$ cat config.mk
export PLATFORM = sky130hd
export DESIGN_NAME = sram_arbiter
export DESIGN_NICKNAME = d
export VERILOG_FILES = /design/src/rtl/sram_arbiter.sv
export SDC_FILE = /design/constraint.sdc
export NUM_CORES = 1
export LEC_CHECK = 0
export CELL_PAD_IN_SITES_DETAIL_PLACEMENT = 0
export CELL_PAD_IN_SITES_GLOBAL_PLACEMENT = 1
export CORE_MARGIN = 2
export CORE_UTILIZATION = 30
export DETAILED_ROUTE_END_ITERATION = 8
export PLACE_DENSITY_LB_ADDON = 0.1
export SYNTH_ARGS = -nofsm -noshare
export SYNTH_HDL_FRONTEND = slang
export SYNTH_SLANG_ARGS = --single-unit
$ cat constraint.sdc
create_clock -name clk -period 4.5 [get_ports clk]
set_clock_uncertainty 0.15 [all_clocks]
set_input_delay 0.9 -clock clk [delete_from_list [all_inputs] [get_ports clk]]
set_output_delay 0.9 -clock clk [all_outputs]
set_load 0.05 [all_outputs]
$ cat src/rtl/sram_arbiter.sv
// Round-robin arbiter sharing one single-port SRAM between a packet write path and a packet read path.
// Per-grant burst limit, one-cycle turnaround on direct direction switches, registered SRAM commands.
module sram_arbiter #(
   parameter int DATA_WIDTH      = 64,
   parameter int CTRL_WIDTH      = DATA_WIDTH / 8,
   parameter int SRAM_ADDR_WIDTH = 13,
   parameter int SRAM_RD_LATENCY = 2,
   parameter int MAX_BURST       = 16
) (
   input  logic                             clk,
   input  logic                             reset,
   input  logic                             wr_0_req,
   input  logic [SRAM_ADDR_WIDTH-1:0]       wr_0_addr,
   input  logic [DATA_WIDTH+CTRL_WIDTH-1:0] wr_0_data,
   output logic                             wr_0_ack,
   input  logic                             rd_0_req,
   input  logic [SRAM_ADDR_WIDTH-1:0]       rd_0_addr,
   output logic                             rd_0_ack,
   output logic [DATA_WIDTH+CTRL_WIDTH-1:0] rd_0_data,
   output logic                             rd_0_vld,
   output logic [SRAM_ADDR_WIDTH-1:0]       sram_addr,
   output logic                             sram_we,
   output logic                             sram_rd_en,
   output logic [DATA_WIDTH+CTRL_WIDTH-1:0] sram_wr_data,
   input  logic [DATA_WIDTH+CTRL_WIDTH-1:0] sram_rd_data
);

   localparam int WORD_W = DATA_WIDTH + CTRL_WIDTH;
   localparam int CNT_W  = $clog2(MAX_BURST) + 1;
   localparam logic [CNT_W-1:0] MAX_CNT = CNT_W'(MAX_BURST);

   typedef enum logic [1:0] {IDLE, GNT_WR, GNT_RD, TURN} state_t;
   typedef enum logic {LAST_WR, LAST_RD} side_t;

   state_t                      state_q, state_d;
   side_t                       last_q, last_d;
   logic [CNT_W-1:0]            cnt_q, cnt_d;
   logic [CNT_W-1:0]            cntSat;
   logic [CNT_W-1:0]            cntAfter;
   logic                        sram_we_q;
   logic                        sram_rd_en_q;
   logic [SRAM_ADDR_WIDTH-1:0]  sram_addr_q;
   logic [WORD_W-1:0]           sram_wr_data_q;
   logic [SRAM_RD_LATENCY:0]    vld_pipe_q;
   logic [WORD_W-1:0]           rd_data_q;

   assign wr_0_ack = (state_q == GNT_WR) && wr_0_req;
   assign rd_0_ack = (state_q == GNT_RD) && rd_0_req;

   // Burst count as it will stand after this cycle's accept, saturating at the limit.
   assign cntSat   = (cnt_q == MAX_CNT) ? cnt_q : cnt_q + 1'b1;
   assign cntAfter = (wr_0_ack || rd_0_ack) ? cntSat : cnt_q;

   always_comb begin
      state_d = state_q;
      last_d  = last_q;
      cnt_d   = cnt_q;
      case (state_q)
         IDLE: begin
            if (wr_0_req && (!rd_0_req || last_q == LAST_RD)) begin
               state_d = GNT_WR;
               last_d  = LAST_WR;
               cnt_d   = '0;
            end else if (rd_0_req) begin
               state_d = GNT_RD;
               last_d  = LAST_RD;
               cnt_d   = '0;
            end
         end
         GNT_WR: begin
            cnt_d = cntAfter;
            if (!wr_0_req || (cntAfter >= MAX_CNT && rd_0_req)) begin
               state_d = rd_0_req ? TURN : IDLE;
            end
         end
         GNT_RD: begin
            cnt_d = cntAfter;
            if (!rd_0_req || (cntAfter >= MAX_CNT && wr_0_req)) begin
               state_d = wr_0_req ? TURN : IDLE;
            end
         end
         TURN: begin
            cnt_d = '0;
            if (last_q == LAST_WR) begin
               state_d = GNT_RD;
               last_d  = LAST_RD;
            end else begin
               state_d = GNT_WR;
               last_d  = LAST_WR;
            end
         end
         default: state_d = IDLE;
      endcase
   end

   // Address and write data hold between accesses; only the enables pulse.
   always_ff @(posedge clk) begin
      if (reset) begin
         state_q        <= IDLE;
         last_q         <= LAST_RD;
         cnt_q          <= '0;
         sram_we_q      <= 1'b0;
         sram_rd_en_q   <= 1'b0;
         sram_addr_q    <= '0;
         sram_wr_data_q <= '0;
         vld_pipe_q     <= '0;
         rd_data_q      <= '0;
      end else begin
         state_q      <= state_d;
         last_q       <= last_d;
         cnt_q        <= cnt_d;
         sram_we_q    <= wr_0_ack;
         sram_rd_en_q <= rd_0_ack;
         if (wr_0_ack) begin
            sram_addr_q    <= wr_0_addr;
            sram_wr_data_q <= wr_0_data;
         end else if (rd_0_ack) begin
            sram_addr_q <= rd_0_addr;
         end
         vld_pipe_q <= {vld_pipe_q[SRAM_RD_LATENCY-1:0], sram_rd_en_q};
         if (vld_pipe_q[SRAM_RD_LATENCY-1]) begin
            rd_data_q <= sram_rd_data;
         end
      end
   end

   assign sram_we      = sram_we_q;
   assign sram_rd_en   = sram_rd_en_q;
   assign sram_addr    = sram_addr_q;
   assign sram_wr_data = sram_wr_data_q;
   assign rd_0_vld     = vld_pipe_q[SRAM_RD_LATENCY];
   assign rd_0_data    = rd_data_q;

endmodule

# Yosys cells after proc, flatten, opt, wreduce, memory -nomap -nowiden

Cells that the tools add are included.

Word-level logic and storage cells: 54
Input port bits: 174
Flip-flop bits (word level): 170

Muxes and demuxes: 19
Reductions and logical operators: 17
Order comparisons: 1
Equal/unequal tests: 7
$add $sub $neg: 1

Operators with widths:

| cell                                                     | number |
|---|---|
| 2-to-1 mux 13 bit                                        | 2 |
| 2-to-1 mux 5 bit                                         | 4 |
| case mux 5 bit (3 select lines)                          | 1 |
| 2-to-1 mux 2 bit                                         | 7 |
| case mux 2 bit (4 select lines)                          | 1 |
| adder 5 x 1 -> 5 bit, second input constant              | 1 |
| == test 5 bit, second input constant                     | 1 |
| greater-or-equal comparator 5 bit, second input constant | 1 |
| logical AND 1 bit                                        | 5 |
| == test 2 bit, second input constant                     | 2 |
| logical OR 1 bit                                         | 4 |
| != test 2 x 1 -> 1 bit, second input constant            | 2 |
| nonzero test 2 bit                                       | 2 |
| 2-to-1 mux 1 bit                                         | 3 |
| != test 3 bit, second input constant                     | 1 |
| AND reduction 3 bit                                      | 1 |
| == test 2 x 1 -> 1 bit, second input constant            | 1 |
| logical NOT 1 bit                                        | 2 |
| logical NOT 2 bit                                        | 1 |
| case mux 1 bit (2 select lines)                          | 1 |
| AND reduction 2 bit                                      | 1 |
| OR reduction 2 bit                                       | 1 |

# Longest topological paths before layout

Gate-level depths: netlist of the first run.

Depth after elaboration: 9
Gate-level depth with buffers: 8
Depth with buffers taken out: 8

# Worst setup path before layout of the first run

No wires, ideal clock.

Path kind: in2out
Start: in wr_0_req
End: out wr_0_ack
Required time: 3.450 ns
Buffers on the path: 3
Stages: 5
Slack: 1.715 ns
Data arrival time: 1.735 ns
Path through: buf_2 nand2_1 inv_1 buf_2 buf_2

Word-level cells in the longest chain between the ends: 1

Ends and longest elaborated chain:

| element           | line | RTL |
|---|---|---|
| from (decl)       | 12   | `input logic wr_0_req,` |
| logical AND 1 bit | 47   | `assign wr_0_ack = (state_q == GNT_WR) && wr_0_req;` |
| to (decl)         | 15   | `output logic wr_0_ack,` |

No other way between the ends.

# Final worst setup path of the first run

Start: in rd_0_req
End: out rd_0_ack

Word-level cells in the longest chain between the ends: 1

Ends and longest elaborated chain:

| element           | line | RTL |
|---|---|---|
| from (decl)       | 16   | `input logic rd_0_req,` |
| logical AND 1 bit | 48   | `assign rd_0_ack = (state_q == GNT_RD) && rd_0_req;` |
| to (decl)         | 18   | `output logic rd_0_ack,` |

No other way between the ends.

==> run summary, run 1 <==
• **number of iterations in the first detailed-routing pass** 5
• **number of synthesis warnings** 0
• **Nets** 1204
• **Gates resized, CTS repair** 0
• **upper clock frequency limit** 0.2892 GHz
• **pin count of the biggest net entering global routing** 66
• **TritonCTS clock tree** yes
• **overall via count from detail_route** 5810
• **library cell used as clock root buffer** clkbuf_16
• **Pins Over Slew Limit** 0
• **data required time of the critical path** 3.45 ns
• **# port buffers** 335
• **area added between synthesis and finish** 66.48%
• **total track usage** 18.28%
• **average cell area after synthesis** 8.846 µm²
• **Reg2Reg Depth** 8
• **clock net sink count** 170
• **Placed Cells** 1274
• **share of the clock period used by the worst path** 76.85%
• **utilization of the core after routing** 51.26%
• **area of the die** 22140 µm²
• **Die Width** 148.8 µm
• **total setup buffers inserted after CTS** 0
• **final HPWL from detailed placement** 14600 µm
• **post-route design area** 10470 µm²
• **CP Launch Point** rd_0_req
• **critical register-to-register path endpoint** cnt_q[2]
• **number of distinct library cells after synthesis** 36
• **level count of the clock H-tree** 4
• **endpoint of the worst hold path** vld_pipe_q[1]
• **post-layout instance count excluding filler cells** 1306
• **total CTS buffers** 17
• **launch instance of the worst min-delay path** vld_pipe_q[0]
• **Synth Cell Area** 6290 µm²
• **number of instances in the synthesized netlist** 711
• **Std-Cell Core Area** 20430 µm²
• **relative slew slack** 37.95%
• **highest fanout seen on the critical path** 14
• **detailed-route wire length** 20530 µm
• **Async SR Flop Fraction** 0%
• **Core Rows** 52
• **IR Drop Worst-Case VDD** 0.0002423 V
• **post-synthesis sequential element count** 170
• **result of the run** finished, final reports clean
• **post-layout minimum cycle time** 3.458 ns
• **highest-count cells in the layout ignoring fill and taps** clkdlybuf4s50_1, nand2_1, dfxtp_1
• **post-DR vias/cell** 4.449
• **RSZ-0062 raised after global routing** false
• **post-route DRC violation count** 0
• **total I/O pin count** 336
• **top_reg_cell synth** dfxtp_1
• **class of the tightest hold or removal check** register to register
• **path type of the worst setup path** input pin to primary output
• **transition at the pin with the smallest max-transition slack** 0.9307 ns
• **cell area reported after detailed placement** 9859 µm²
• **total power density per cell area** 435.3 nW/µm²
• **Routed wire per std cell** 15.72 µm
• **die outline height** 148.8 µm
• **antenna diode instance count** 0
• **setup-violating endpoint count in the final report** 0
• **effective utilization at floorplan** 30.79%
• **Fin Setup TNS** 0 ns
• **source-to-sink clock delay at the later pin of the worst-skew pair** 0.43 ns
• **routability congestion estimate** 0.7413
• **total overflow reported by the global router** 0
• **most frequent standard cell in the layout excluding fill and tap cells** clkdlybuf4s50_1
• **buffer levels on the longest clock path** 2
• **via count of the first global-routing pass** 5570
• **leakage power** 3.633 nW
• **number of buffers inserted for hold repair after clock tree synthesis** 0
• **arrival time of data at the critical path endpoint** 2.41 ns
• **number of routed nets with antenna violations** 0
• **fraction of layout cells with a size suffix above 1** 4.826%
• **Clock transition at path regs** 0.06 ns
• **max-cap viol count** 0
• **count of flip-flops with a built-in enable after synthesis** 0
• **syn nets** 892
• **worst reg2reg setup slack** 1.80 ns
• **Crit Reg-Reg Startpoint** state_q[1]
• **crit path launch type** input pin
• **sequential area share after synthesis** 54.11%
• **Iteration-0 DRC Markers** 310
• **final-report hold violation count** 0
• **global-route wire length before repair** 31430 µm
• **type of element capturing the critical path** primary output
• **number of instances on the worst hold path** 1
• **initial antenna violation count** 0
==> registers in the layout, indices dropped and copies added (netlist names) <==
signal,cells
vld_pipe_q,3
last_q,1
sram_wr_data,72
cnt_q,5
sram_we,1
rd_0_data,72
sram_rd_en,1
sram_addr,13
state_q,2
==> synthesized netlist by cell type, drive strengths merged, types with 2 or more instances <==
library cell  instances  area [µm²]
a21o                  2       15.01
a21oi                82       410.4
a22oi                 2       28.78
a311oi               13       113.9
a31oi                 2       12.51
buf                  21       101.4
clkbuf               29       108.9
dfxtp               170        3403
ha                    7       87.58
inv                   6       22.52
mux2i                73       730.7
nand2               180       675.7
nand2b                4       25.02
nand3                 4       20.02
nor2                 90       337.8
nor2b                 4       25.02
nor3                  3       15.01
o211ai                2       20.02
o21ai                 3       15.01
or4                   2       15.01
==> layout make-up <==
class,instances,area [µm²]
Fill cell,1972,9958
Clock inverter,15,186.4
Clock buffer,17,425.4
Inverter,6,22.52
Multi-Input combinational cell,485,2661
Timing Repair Buffer,343,3431
Tap cell,270,337.8
Sequential cell,170,3407
==> per-stage QoR <==
step / hold slack (ns) / total power, mW / setup WS, ns
4_1_cts: 0.2981 / 4.626 / 1.014
3_5_place_dp: 0.2869 / 3.061 / 0.9093
6_report: 0.2948 / 4.558 / 1.042
5_1_grt: 0.3112 / 4.786 / 0.9221
3_3_place_gp: 0.2835 / 3.064 / 0.9439
2_1_floorplan: 0.2638 / 2.547 / 1.715
==> logic make-up (layout without fill, tap and decap cells) <==
family / after synthesis / after routing / synth area share [%]
flip-flops: 170 / 170 / 54.11
multiplexers: 73 / 73 / 11.62
buffers and inverters: 56 / 381 / 3.700
AND/OR/NAND/NOR: 294 / 294 / 18.68
AO/OA/AOI/OAI: 111 / 111 / 10.50
adder cells (fa/ha/maj): 7 / 7 / 1.392
==> power by group <==
group	switching, mW	total, mW	internal, mW
logic	0.806	1.30	0.498
clock network	0.652	1.54	0.887
registers	0.0760	1.71	1.64
total	1.53	4.56	3.02
==> how the worst max path moves through the flow <==
stage,end,depth (start not counted)
floorplan,wr_0_ack,5
global placement,cnt_q[2],7
detailed placement,cnt_q[2],7
CTS,rd_0_ack,4
global route,rd_0_ack,4
finish,rd_0_ack,4
==> critical path, cell delays in order <==
cell             delay (ns)
clkdlybuf4s50_1        0.75
nand2_1                0.12
inv_1                  0.42
buf_12                 0.21
==> per-layer routing <==
metal	GRT usage [%]	up-vias	routed length, µm
met1	21.81	2585	8590
met2	29.19	229	9337
met4	6.000	0	328
met5	0	-	0
li1	-	2978	-
met3	8.563	18	2273
Note: power is estimated with default switching activity, not from simulation.
==> run 2, diff against run 1 <==
Settings changed: CORE_UTILIZATION 30 to 25.
Clock period 4.5 ns to 3.15 ns, I/O delays scaled along.
==> run summary, run 2 (same netlist as run 1, synthesis figures left out) <==
• **source-to-sink clock delay at the later pin of the worst-skew pair** 0.41 ns
• **highest-count cells in the layout ignoring fill and taps** clkdlybuf4s50_1, nand2_1, dfxtp_1
• **TritonCTS clock tree** yes
• **post-DR vias/cell** 4.276
• **final-report hold violation count** 0
• **worst slack on hold paths** 0.2882 ns
• **overall via count from detail_route** 5858
• **number of filler cells placed in the layout** 2506
• **post-layout minimum cycle time** 2.710 ns
• **result of the run** finished, final reports clean
• **total overflow reported by the global router** 0
• **total setup buffers inserted after CTS** 0
• **detailed-route wire length** 21380 µm
• **post-route DRC violation count** 0
• **routability congestion estimate** 0.6998
• **buffer levels on the longest clock path** 2
• **pin count of the biggest net entering global routing** 89
• **# port buffers** 335
• **area of all sequential standard cells** 3407 µm²
• **library cell used as clock root buffer** clkbuf_16
• **leakage power** 3.642 nW
• **RSZ-0062 raised after global routing** false
• **global-route wire length before repair** 32300 µm
• **initial antenna violation count** 0
• **data required time of the critical path** 2.37 ns
• **IR Drop Worst-Case VDD** 0.0002530 V
• **total I/O pin count** 336
• **Std-Cell Core Area** 24960 µm²
• **relative slew slack** 31.69%
• **number of routed nets with antenna violations** 0
• **total power density per cell area** 606.5 nW/µm²
• **Die Width** 162.6 µm
• **path type of the worst setup path** input pin to primary output
• **class of the tightest hold or removal check** register to register
• **most frequent standard cell in the layout excluding fill and tap cells** clkdlybuf4s50_1
• **total power consumption of the routed design** 6.413 mW
• **Gates resized, CTS repair** 0
• **max-cap viol count** 0
• **Fin Setup TNS** 0 ns
• **highest fanout seen on the critical path** 11
• **Iteration-0 DRC Markers** 258
• **final HPWL from detailed placement** 15160 µm
• **Routed wire per std cell** 15.61 µm
• **area added between synthesis and finish** 68.11%
• **die outline height** 162.6 µm
• **level count of the clock H-tree** 4
• **upper clock frequency limit** 0.3690 GHz
• **number of iterations in the first detailed-routing pass** 4
• **Nets** 1208
• **effective utilization at floorplan** 25.20%
• **via count of the first global-routing pass** 5708
• **number of buffers inserted for hold repair after clock tree synthesis** 0
• **Clock transition at path regs** 0.06 ns
• **total track usage** 15.70%
• **type of element capturing the critical path** primary output
• **crit path launch type** input pin
• **antenna diode instance count** 0
• **Pins Over Slew Limit** 0
• **arrival time of data at the critical path endpoint** 1.93 ns
• **setup-violating endpoint count in the final report** 0
• **transition at the pin with the smallest max-transition slack** 1.025 ns
• **area of combinational cells with multiple inputs** 2661 µm²
• **share of the clock period used by the worst path** 86.04%
• **area of the die** 26440 µm²
• **fraction of layout cells with a size suffix above 1** 5.192%
• **clock net sink count** 170
• **Core Rows** 58
• **total CTS buffers** 17
-- run 2: cell count changes in the layout (fill, tap and decap cells not counted), sizes merged --
cell / before / now
buf: 11 / 15
bufinv: 3 / 0
inv: 13 / 15
clkinvlp: 0 / 1
-- run 2: cell type report --
type	count	share of cell area (%)
well taps	330	3.905
clock buffers	17	4.023
repair buffers	347	33.08
clock inverters	15	1.384
inverters	6	0.2130
multi-input cells	485	25.17
flip-flops and latches	170	32.22
-- run 2: report_power, final --
part	total [mW]	leakage (nW)	internal (mW)	switching, mW
logic	1.89	1.99	0.726	1.17
clock network	2.07	0.281	1.06	1.01
registers	2.45	1.38	2.34	0.112
-- run 2: metrics by stage --
| stage | cell area [µm²] | std cells | worst slack [ns] | utilization, % |
|---|---|---|---|---|
| floorplan | 6290 | 711 | 0.9051 | - |
| global placement | 10000 | 1338 | 0.4297 | 40.07 |
| detailed placement | 10000 | 1338 | 0.4097 | 40.07 |
| CTS | 10570 | 1370 | 0.4282 | 42.36 |
| global route | 10570 | 1370 | 0.3464 | 42.36 |
| finish | 10570 | 1370 | 0.4397 | 42.36 |
-- run 2: critical path, stage by stage --
cell and delay [ns]:
clkdlybuf4s50_1 0.74, nand2_1 0.23, inv_1 0.17, buf_12 0.15
-- run 2: final timing paths --
kind         slack, ns  cells after the start            end           from
min reg2reg       0.29                      1  vld_pipe_q[1]  vld_pipe_q[0]
max reg2reg       0.96                      8     state_q[1]     state_q[1]
max               0.44                      4       rd_0_ack       rd_0_req
min               0.29                      1  vld_pipe_q[1]  vld_pipe_q[0]
-- run 2: routing by layer --
layer,wire (µm),GRT usage (%),up-vias
li1,-,-,2990
met1,9489,19.43,2622
met2,9329,24.80,230
met3,2240,6.825,16
met4,323,4.586,0
met5,0,0,-
